<file path="src/rtl/breakout_pkg.sv">
// Shared types and widths for the bus_breakout arbiter slice.
package breakout_pkg;

  typedef enum logic [1:0] {
    IDLE,
    EXEC,
    RESP
  } arb_state_t;

  // Native operand/result widths of the bus_breakout combine unit.
  localparam int unsigned BO_IN_W  = 4;
  localparam int unsigned BO_OUT_W = 6;

endpackage

</file>
<file path="src/rtl/rr_pick.sv">
// Rotating-priority picker: first set bit of req scanning from ptr upward, wrapping at N-1.
module rr_pick #(
  parameter int unsigned N = 4,
  localparam int unsigned PW = $clog2(N)
) (
  input  logic [N-1:0]  req,
  input  logic [PW-1:0] ptr,
  output logic [N-1:0]  gnt,
  output logic          any,
  output logic [PW-1:0] idx
);

  // Scan N positions starting at ptr; the modulo handles non-power-of-2 N.
  always_comb begin
    logic [31:0] pos;
    gnt = '0;
    any = 1'b0;
    idx = '0;
    pos = '0;
    for (int unsigned k = 0; k < N; k++) begin
      pos = (32'(ptr) + k) % N;
      if (!any && req[pos]) begin
        any      = 1'b1;
        gnt[pos] = 1'b1;
        idx      = PW'(pos);
      end
    end
  end

endmodule

</file>
<file path="src/rtl/breakout_arbiter.sv">
// Round-robin arbiter sharing one external bus_breakout unit between NREQ requesters.
module breakout_arbiter
  import breakout_pkg::*;
#(
  parameter int unsigned NREQ  = 4,
  parameter int unsigned IN_W  = BO_IN_W,
  parameter int unsigned OUT_W = BO_OUT_W,
  localparam int unsigned ID_W = $clog2(NREQ)
) (
  input  logic                       clk,
  input  logic                       rst,
  input  logic [NREQ-1:0]            req_valid,
  output logic [NREQ-1:0]            req_ready,
  input  logic [NREQ-1:0][IN_W-1:0]  req_a,
  input  logic [NREQ-1:0][IN_W-1:0]  req_b,
  output logic [IN_W-1:0]            bo_in1,
  output logic [IN_W-1:0]            bo_in2,
  input  logic [OUT_W-1:0]           bo_out1,
  output logic                       rsp_valid,
  input  logic                       rsp_ready,
  output logic [OUT_W-1:0]           rsp_data,
  output logic [ID_W-1:0]            rsp_id,
  output logic                       busy
);

  arb_state_t       state_q, state_d;
  logic [ID_W-1:0]  ptr_q, ptr_d;
  logic [IN_W-1:0]  op_a_q, op_a_d;
  logic [IN_W-1:0]  op_b_q, op_b_d;
  logic             rsp_valid_q, rsp_valid_d;
  logic [OUT_W-1:0] rsp_data_q, rsp_data_d;
  logic [ID_W-1:0]  rsp_id_q, rsp_id_d;

  logic [NREQ-1:0]  pick_gnt;
  logic             pick_any;
  logic [ID_W-1:0]  pick_idx;

  rr_pick #(
    .N(NREQ)
  ) u_rr_pick (
    .req(req_valid),
    .ptr(ptr_q),
    .gnt(pick_gnt),
    .any(pick_any),
    .idx(pick_idx)
  );

  // Next-state, operand capture and response handshake.
  always_comb begin
    state_d     = state_q;
    ptr_d       = ptr_q;
    op_a_d      = op_a_q;
    op_b_d      = op_b_q;
    rsp_valid_d = rsp_valid_q;
    rsp_data_d  = rsp_data_q;
    rsp_id_d    = rsp_id_q;
    req_ready   = '0;
    case (state_q)
      IDLE: begin
        // No grant while reset is asserted, so no requester sees a phantom handshake.
        req_ready = pick_gnt & {NREQ{rst}};
        if (pick_any) begin
          op_a_d   = req_a[pick_idx];
          op_b_d   = req_b[pick_idx];
          rsp_id_d = pick_idx;
          state_d  = EXEC;
        end
      end
      EXEC: begin
        rsp_data_d  = bo_out1;
        rsp_valid_d = 1'b1;
        state_d     = RESP;
      end
      RESP: begin
        if (rsp_valid_q && rsp_ready) begin
          rsp_valid_d = 1'b0;
          // Served requester drops to lowest priority; explicit wrap for non-power-of-2 NREQ.
          ptr_d   = (rsp_id_q == ID_W'(NREQ - 1)) ? '0 : rsp_id_q + ID_W'(1);
          state_d = IDLE;
        end
      end
      default: state_d = IDLE;
    endcase
  end

  // State and datapath registers with synchronous active-low reset.
  always_ff @(posedge clk) begin
    if (!rst) begin
      state_q     <= IDLE;
      ptr_q       <= '0;
      op_a_q      <= '0;
      op_b_q      <= '0;
      rsp_valid_q <= 1'b0;
      rsp_data_q  <= '0;
      rsp_id_q    <= '0;
    end else begin
      state_q     <= state_d;
      ptr_q       <= ptr_d;
      op_a_q      <= op_a_d;
      op_b_q      <= op_b_d;
      rsp_valid_q <= rsp_valid_d;
      rsp_data_q  <= rsp_data_d;
      rsp_id_q    <= rsp_id_d;
    end
  end

  // Outputs straight from registers.
  always_comb begin
    bo_in1    = op_a_q;
    bo_in2    = op_b_q;
    rsp_valid = rsp_valid_q;
    rsp_data  = rsp_data_q;
    rsp_id    = rsp_id_q;
    busy      = (state_q != IDLE);
  end

endmodule

</file>
<file path="config.mk">
export PLATFORM = sky130hd
export DESIGN_NAME = breakout_arbiter
export DESIGN_NICKNAME = d
export VERILOG_FILES = /design/src/rtl/breakout_pkg.sv /design/src/rtl/rr_pick.sv /design/src/rtl/breakout_arbiter.sv
export SDC_FILE = /design/constraint.sdc
export NUM_CORES = 1
export LEC_CHECK = 0
export CORE_ASPECT_RATIO = 0.6
export CORE_MARGIN = 5
export CORE_UTILIZATION = 38
export CTS_BUF_LIST = sky130_fd_sc_hd__clkbuf_4 sky130_fd_sc_hd__clkbuf_8
export DETAILED_ROUTE_END_ITERATION = 6
export PLACE_DENSITY_LB_ADDON = 0.3
export SYNTH_ARGS = -nofsm -noshare
export SYNTH_HDL_FRONTEND = slang
export SYNTH_HIERARCHICAL = 1
export SYNTH_SLANG_ARGS = --single-unit
</file>
<file path="constraint.sdc">
create_clock -name clk -period 2.6 [get_ports clk]
set_input_delay 0.52 -clock clk [delete_from_list [all_inputs] [get_ports clk]]
set_output_delay 0.52 -clock clk [all_outputs]
set_load 0.02 [all_outputs]
</file>
# Word-level counts from Yosys, hierarchy flattened
# Cells that the tools add are included.
op_classes:
  n_addsub: 4
  n_lt_le_gt_ge: 9
  eq_ne: 5
  mux: 39
  bitwise_logic: 4
  n_reduce_logical: 18
ops:
  columns: ["cell", "count"]
  rows:
  - ["$mux W4", 7]
  - ["$bmux W4 S2", 2]
  - ["$lt A2 B3 Y1 const B", 5]
  - ["$mux W2", 7]
  - ["$mux W1", 13]
  - ["$or A4 B4 Y4", 3]
  - ["$bmux W1 S2", 4]
  - ["$demux W1 S2", 4]
  - ["$ge A2 B1 Y1 const B", 4]
  - ["$logic_and A1 B1 Y1", 8]
  - ["$reduce_and A2 Y1", 4]
  - ["$pmux W2 S3", 1]
  - ["$add A2 B1 Y2 const B", 2]
  - ["$add A2 B2 Y2 const B", 2]
  - ["$and A4 B4 Y4", 1]
  - ["$eq A2 B2 Y1 const B", 2]
  - ["$ne A2 B2 Y1 const B", 2]
  - ["$reduce_bool A2 Y1", 2]
  - ["$logic_not A1 Y1", 3]
  - ["$eq A2 B1 Y1 const B", 1]
  - ["$logic_not A2 Y1", 1]
  - ["$pmux W1 S2", 1]
word_totals:
  reg_bits: 21
  output_inout_bits: 22

# Longest topological paths before layout
logic_depth:
  word_depth: 14
  mapped_depth: 11
  ltp_nobuf: 8

# By module
# Netlist, hierarchy kept.
modules_own_cells:
  columns: ["module", "n_inst", "cells_per_inst", "area_per_inst_um2", "seq_area_each_um2"]
  rows:
  - ["breakout_arbiter", 1, 91, 1031.0, 420.4]
  - ["rr_pick", 1, 45, 419.2, 0.0]

# Worst setup path before layout
# OpenSTA, ideal clock, no wires.
synth_timing:
  path_kind: "register to register"
  from: "register ptr_q[0]"
  to: "register op_a_q[3] (netlist: bo_in1[3])"
  setup_ns: 0.117
  arrival_time_ns: 2.603
  required_ns: 2.483
  slack_ns: -0.120
  stages_incl_launch_ff: 12
  path_buffers: 3
  synth_period_minus_slack_ns: 2.720
  path_cell_list: "dfxtp_1 -> buf_6 -> inv_1 -> ha_1 -> mux4_2 -> buf_6 -> nor4b_4 -> nor2_1 -> a32o_1 -> clkbuf_1 -> mux4_2 -> o2bb2ai_1"
synth_via:
  elab_chain_cells: 14
  word_cells_on_any_way: 28
  cone_classes: "add/sub (3); mux (18); reduce/logical (7)"
synth_lines:
  columns: ["element", "line", "rtl"]
  rows:
  - ["start: declaration", "breakout_arbiter.sv:27", "logic [ID_W-1:0] ptr_q, ptr_d;"]
  - ["start signal: assignment", "breakout_arbiter.sv:98", "ptr_q <= ptr_d;"]
  - ["parallel branches: the longest is 11 deep, another holds $add A2 B1 Y2", null, null]
  - ["$mux W2 (*)", "rr_pick.sv:22", "if (!any && req[pos]) begin"]
  - ["named net pick_idx[1]", "breakout_arbiter.sv:36", "logic [ID_W-1:0] pick_idx;"]
  - ["$bmux W4 S2 (*)", "breakout_arbiter.sv:63", "op_a_d = req_a[pick_idx];"]
  - ["$mux W4 (implied by the code) (*)", "breakout_arbiter.sv:63", null]
  - ["end signal: assignment", "breakout_arbiter.sv:99", "op_a_q <= op_a_d;"]
  - ["end: declaration", "breakout_arbiter.sv:28", "logic [IN_W-1:0] op_a_q, op_a_d;"]
# Mark *: on every way through the listed nets, which the timed path passes. The select of a mux whose other input is x is not followed.
# A chain may end at the register's enable or synchronous reset.

# Worst setup path in the final report
layout_timing:
  from: "register ptr_q[0]"
  to: "output req_ready[2]"
layout_via:
  elab_chain_cells: 14
  word_cells_on_any_way: 49
  cone_classes: "add/sub (3); order compare (8); mux (24); bitwise (4); reduce/logical (10)"
layout_lines:
  columns: ["element", "line", "rtl"]
  rows:
  - ["parallel branches: the longest is 11 deep, another holds $lt A2 B3 Y1", null, null]
  - ["$mux W4 (*)", "rr_pick.sv:22", null]
  - ["named net pick_gnt[2]", "breakout_arbiter.sv:34", "logic [NREQ-1:0] pick_gnt;"]
  - ["$and A4 B4 Y4 (*)", "breakout_arbiter.sv:61", "req_ready = pick_gnt & {NREQ{rst}};"]
  - ["$mux W4 (*)", "breakout_arbiter.sv:58", "case (state_q)"]
  - ["end: declaration", "breakout_arbiter.sv:13", "output logic [NREQ-1:0] req_ready,"]
# Marks and branches as above.

==> run metrics <==
number of global-route vias before repair=between 1000 and 1500; Worst slew margin=0.4968; initial core utilization=0.3941; row cnt=17; Comb pwr share=0.416; Antenna Cells=0; crit path cell chain=inv_4 -> ha_4 -> buf_4 -> mux4_2 -> nor4b_4 -> buf_4 -> a22oi_2 -> o21ai_1 -> and3_1 -> buf_6; WL/cell=~17 um; async set-reset flop share out of synthesis=0; max_cap viols=0; Pleak=0.9367 nW; Max Transition Viols Final=0; global placement routability congestion=approximately 0.77; first-pass GRT wire length=about 7100 um; failing checks=negative setup slack; measured slew at the worst slew-check pin=between 700 and 800 ps; min-delay src=bo_in2[0]; Sequential Power Share=0.378; pin count of the biggest net entering global routing=22; Mapped Cells=around 140; Critical Path Sink Type=output pin; WL final=between 4000 and 5000 um; Min-Delay Endpoint=bo_in2[0]; area delta synth->final=69.63%; Post-Synthesis Cell Area=~1500 um2; Slowest-stage cell, CP=dfxtp_4; clock power share=0.205; most frequent CP cell=buf_4; buffer and inverter count on the worst path=4; fmax=~0.36 GHz; worst r2r dst=bo_in1[3]; H-tree Lvls=1; flop2flop setup slack=0 ps; period utilization=1.067; final net count=271; Hold Crit Class=reg -> reg; setup ws final=-173.8 ps; Main synth FF type=dfxtp_1; detailed-route vias per instance=5.342; initial DRC count=58; total core area=between 3000 and 4000 um2; Worst Reg-to-Reg Cells=12; Finished Cell Area=2460 um2; Cell Int Power=between 0.0007 and 0.0008 W; Sw Pwr=around 0.00031 W; clk sinks=21; Die Y=about 58 um; peak supply drop=around 0.22 mV; Root Driver=clkbuf_8; WHS Path Cells=2; Num CTS Buffers=3; # DRC=0; TritonRoute pass-1 iters=6; DP Wirelength=between 3000 and 4000 um; Netlist cell types=35; Power Dens Cells=411.9 nW/um2; clock buffer depth=2; Yosys reg bits=21; critical path peak fanout=5; clock period minus worst slack=around 2800 ps; worst flop-to-flop path startpoint=ptr_q[0]; Worst Skew=between 2 and 2.5 ps; RSZ-0062 raised after global routing=true; number of routed nets with antenna violations=0; final hold violations=0; final setup vio count=9; worst stage delay on the critical path=390 ps; clock slew at reported path FFs=~70 ps; die area=slightly above 5000 um2; WHS=between 400 and 500 ps; post-place instance area=between 2000 and 2500 um2; routed via count=about 1400; GRT Residual Overflow=0; clk_lat worst skew=around 260 ps; Ports=between 60 and 70; syn nets=approximately 190; TritonCTS clock tree=done; die width=approximately 90 um; Syn. warnings=6; kind of cell adding the most delay to the critical path=buffers and inverters; Crit Path Category=reg -> out; outcome=finished, violations left; setup TNS=-652.2 ps; CP Data Required Time=between 2000 and 2500 ps; share of layout cells above drive strength 1=0.3196; I/O Buffers=66; Mapped Avg Cell Area=10.66 um2; sequential area share after synthesis=0.2899; number of flops mapped to enable cells by yosys=0; GRT Util Overall=0.1668; Sw Ratio=0.3067; Worst path depth=10; CP Data Arrival Time=between 2000 and 2500 ps; initial antenna violation count=0; CP Launch Type=register
## power groups by stage
stage | Sequential [W] | Combinational, W | Clock (W)
2_1_floorplan | 0.000424 | 0.000170 | 0
3_3_place_gp | 0.000389 | 0.000377 | 0
3_5_place_dp | 0.000391 | 0.000388 | 0
4_1_cts | 0.000383 | 0.000414 | 0.000215
5_1_grt | 0.000388 | 0.000451 | 0.000234
6_report | 0.000383 | 0.000422 | 0.000208
## cell families (layout without fill, tap and decap cells)
family / after synthesis / after routing / synth area share
AOI/OAI and AO/OA: 32 / 32 / 0.1579
DFF: 21 / 21 / 0.2899
buffers and inverters: 16 / 99 / 0.06297
and+or+nand+nor: 37 / 37 / 0.1613
muxes: 24 / 24 / 0.2761
adders and majority gates: 6 / 6 / 0.05177
## worst min-delay path, stage by stage, from the launching register on
cell and delay (ps):
dfxtp_1 320, nand2_1 50, o2bb2ai_1 60
## metal layers
metal / track usage / routed length [um]
met3: 0.07393 / 431
met2: 0.2844 / 2100
met5: 0 / 0
met1: 0.1962 / 1834
met4: 0.03664 / 25
## registers in the layout, indices dropped and copies added (netlist names)
name / count
bo_in1: 4
bo_in2: 4
ptr_q: 2
state_q: 2
rsp_valid: 1
rsp_id: 2
rsp_data: 6
## stage by stage
| step | cells | total power (W) | utilization | worst slack (ps) |
|---|---|---|---|---|
| floorplan | 136 | 0.0005938 | - | 26.20 |
| finish | 266 | 0.001013 | 0.6685 | -173.8 |
| CTS | 265 | 0.001012 | 0.6559 | -108.8 |
| global route | 266 | 0.001073 | 0.6685 | -291.5 |
| detailed placement | 253 | 0.0007789 | 0.6083 | -865.9 |
| global placement | 253 | 0.0007667 | 0.6083 | -764.8 |
## what timing repair did
item	CTS	global route
setup endpoints to repair	14	12
pin swaps	2	3
gates cloned	1	0
hold buffers	0	0
buffers inserted	7	1
resized for setup	58	7
## cell usage in the layout (no fill, tap or decap), types with 4 or more instances in the layout
cell type / count
nor2b_1: 10
o21ai_1: 4
and3_1: 4
clkdlybuf4s50_1: 58
buf_4: 18
buf_6: 7
clkdlybuf4s15_2: 4
mux2i_1: 10
ha_1: 5
a22oi_1: 4
mux4_2: 12
a22oi_2: 4
nand2_1: 10
dfxtp_1: 19
o2bb2ai_1: 6
## cell usage after synthesis, drive strengths merged, types with 2 or more instances
cell type | number | area, um2
nand2 | 10 | 37.54
ha | 6 | 75.07
clkbuf | 4 | 15.01
a21oi | 3 | 15.01
and3 | 4 | 25.02
dfxtp | 21 | 420.4
buf | 6 | 53.79
mux4 | 12 | 277.8
nor2b | 10 | 62.56
mux2 | 2 | 22.52
a22oi | 8 | 60.06
inv | 6 | 22.52
nor2 | 3 | 11.26
o21ai | 7 | 35.03
o2bb2ai | 8 | 70.07
mux2i | 10 | 100.1
## how the worst max path moves through the flow
stage	from	endpoint	slack (ps)
2_1_floorplan	ptr_q[0]	bo_in1[3]	30
3_3_place_gp	req_valid[0]	req_ready[3]	-760
3_5_place_dp	req_valid[3]	req_ready[2]	-870
4_1_cts	ptr_q[0]	req_ready[2]	-110
5_1_grt	ptr_q[0]	req_ready[2]	-290
6_report	ptr_q[0]	req_ready[2]	-170
## cell type report
class	count	area, um2
Tap cell	47	58.81
Inverter	6	27.53
Clock buffer	3	41.29
Multi-Input combinational cell	99	1012
Fill cell	288	1220
Clock inverter	1	5.005
Timing Repair Buffer	89	887.1
Sequential cell	21	427.9
(Power assumes the default switching activity.)
==> patch, RTL diff (same settings) <==
Take the reset off `op_a_q`, `op_b_q` and `rsp_data_q` and load them in a clocked block of their own.
--- a/src/rtl/breakout_arbiter.sv
+++ b/src/rtl/breakout_arbiter.sv
@@ -90,6 +90,3 @@
       ptr_q       <= '0;
-      op_a_q      <= '0;
-      op_b_q      <= '0;
       rsp_valid_q <= 1'b0;
-      rsp_data_q  <= '0;
       rsp_id_q    <= '0;
@@ -98,8 +95,11 @@
       ptr_q       <= ptr_d;
-      op_a_q      <= op_a_d;
-      op_b_q      <= op_b_d;
       rsp_valid_q <= rsp_valid_d;
-      rsp_data_q  <= rsp_data_d;
       rsp_id_q    <= rsp_id_d;
     end
+  end
+
+  always_ff @(posedge clk) begin
+    op_a_q     <= op_a_d;
+    op_b_q     <= op_b_d;
+    rsp_data_q <= rsp_data_d;
   end
Function: changed (Yosys sat finds a counterexample within 4 cycles, from zero or initial values and one cycle with rst low).
==> patch against the original RTL <==
The run still ends with setup timing left. Area after synthesis is 6.7% lower. Non-clock buffer count is 8 higher. Worst setup slack worse by 0.061 ns. Cell count is 7.1% lower. Largest power group is now registers. Total power is 1.7% higher. Critical path type unchanged. Largest cell class is now buffers. Sequential cell count stayed put. Via count is 7.0% lower. Cell area is 0.61% lower. Die area is 5.8% lower. Hold slack better by 0.064 ns. Routed wire length is 1.5% higher.
==> patch: results (changes against the original RTL) <==
\begin{tabular}{lr}
\hline
Metric & Value \\
\hline
\multicolumn{2}{l}{\textbf{GRT}} \\
First-pass GRT wire length & 6180 um (-14\%) \\
Maximum number of pins on one net before global-route repair & 13 (-41\%) \\
\multicolumn{2}{l}{\textbf{Critical path}} \\
Largest incremental delay on the critical path & 0.41 ns (+0.02 ns) \\
Critical path endpoint & req\_ready[3] \\
R2r endpoint & bo\_in1[3] \\
\multicolumn{2}{l}{\textbf{Route}} \\
Routed length per placed instance & 18.1 um (+9.4\%) \\
Average via count per standard cell & 5.35 (+0.19\%) \\
DRC violation total after the first TritonRoute iteration & 90 (+55\%) \\
Met1 layer wirelength in the final routing & 1730 um (-5.5\%) \\
\multicolumn{2}{l}{\textbf{STA}} \\
Final-report setup violation count & 12 (+3) \\
Slack of the critical path & -0.235 ns (-0.0607 ns) \\
\multicolumn{2}{l}{\textbf{Status}} \\
Violations in the final reports & setup timing \\
Run status & finished with violations \\
\multicolumn{2}{l}{\textbf{Placed design}} \\
DP Cell Count & 231 (-8.7\%) \\
Post-detailed-placement half-perimeter wirelength & 3080 um (-7.9\%) \\
Pre-CTS setup slack & -1.00 ns (-0.135 ns) \\
Final estimated routing congestion in global placement & 0.859 (+11\%) \\
\multicolumn{2}{l}{\textbf{Logic synthesis}} \\
Synthesized instance count & 106 (-22\%) \\
Cell types occupying the most area after synthesis & sky130\_fd\_sc\_hd\_\_edfxtp\_1 31\%, sky130\_fd\_sc\_hd\_\_mux4\_2 17\%, sky130\_fd\_sc\_hd\_\_dfxtp\_1 10\% \\
Synth top cells by count & 14 x sky130\_fd\_sc\_hd\_\_edfxtp\_1, 10 x sky130\_fd\_sc\_hd\_\_mux4\_2, 8 x sky130\_fd\_sc\_hd\_\_a22oi\_1, 8 x sky130\_fd\_sc\_hd\_\_o21ai\_0, 7 x sky130\_fd\_sc\_hd\_\_dfxtp\_1 \\
Portion of the post-synthesis area used by sequential elements & 0.414 (+0.125) \\
\multicolumn{2}{l}{\textbf{Final layout}} \\
Non-clock buffer count in the final layout & 97 (+9.0\%) \\
Proportion of cell area spent on the clock network & 0.0189 (+0.000116) \\
Fill cell total of the finished layout & 215 (-25\%) \\
Nets@finish & 254 (-6.3\%) \\
Sequential share of cell area & 0.232 (+0.0584) \\
\multicolumn{2}{l}{\textbf{Worst hold path}} \\
Hold path start & rsp\_id[0] \\
\hline
\end{tabular}
-- patch: metrics by stage --
step,TNS (ns),util,area [um2]
floorplan,0,-,1370
global placement,-9.44,0.660,2210
detailed placement,-11.71,0.660,2210
CTS,-0.670,0.693,2320
global route,-2.69,0.731,2440
finish,-1.58,0.731,2440
-- patch: power breakdown --
group	total (mW)	switching, mW	internal (mW)	leakage [nW]
registers	0.427	0.0211	0.406	0.194
logic	0.391	0.172	0.218	0.718
clock network	0.213	0.106	0.107	0.0255
total	1.03	0.299	0.732	0.938
-- patch: cells by family after synthesis --
logic type      after synthesis  share of synthesized area
fa+ha+maj                     6                     0.0555
mux                          15                      0.229
compound gates               24                      0.122
flops                        21                      0.414
simple gates                 28                      0.128
buf+inv                      12                     0.0509
-- patch: what timing repair did --
action | 4_1_cts | 5_1_grt
gates resized for setup | 42 | 27
pin swaps | 2 | 4
endpoints found under the setup margin | 22 | 22
gates cloned | 0 | 2
buffers inserted | 6 | 7
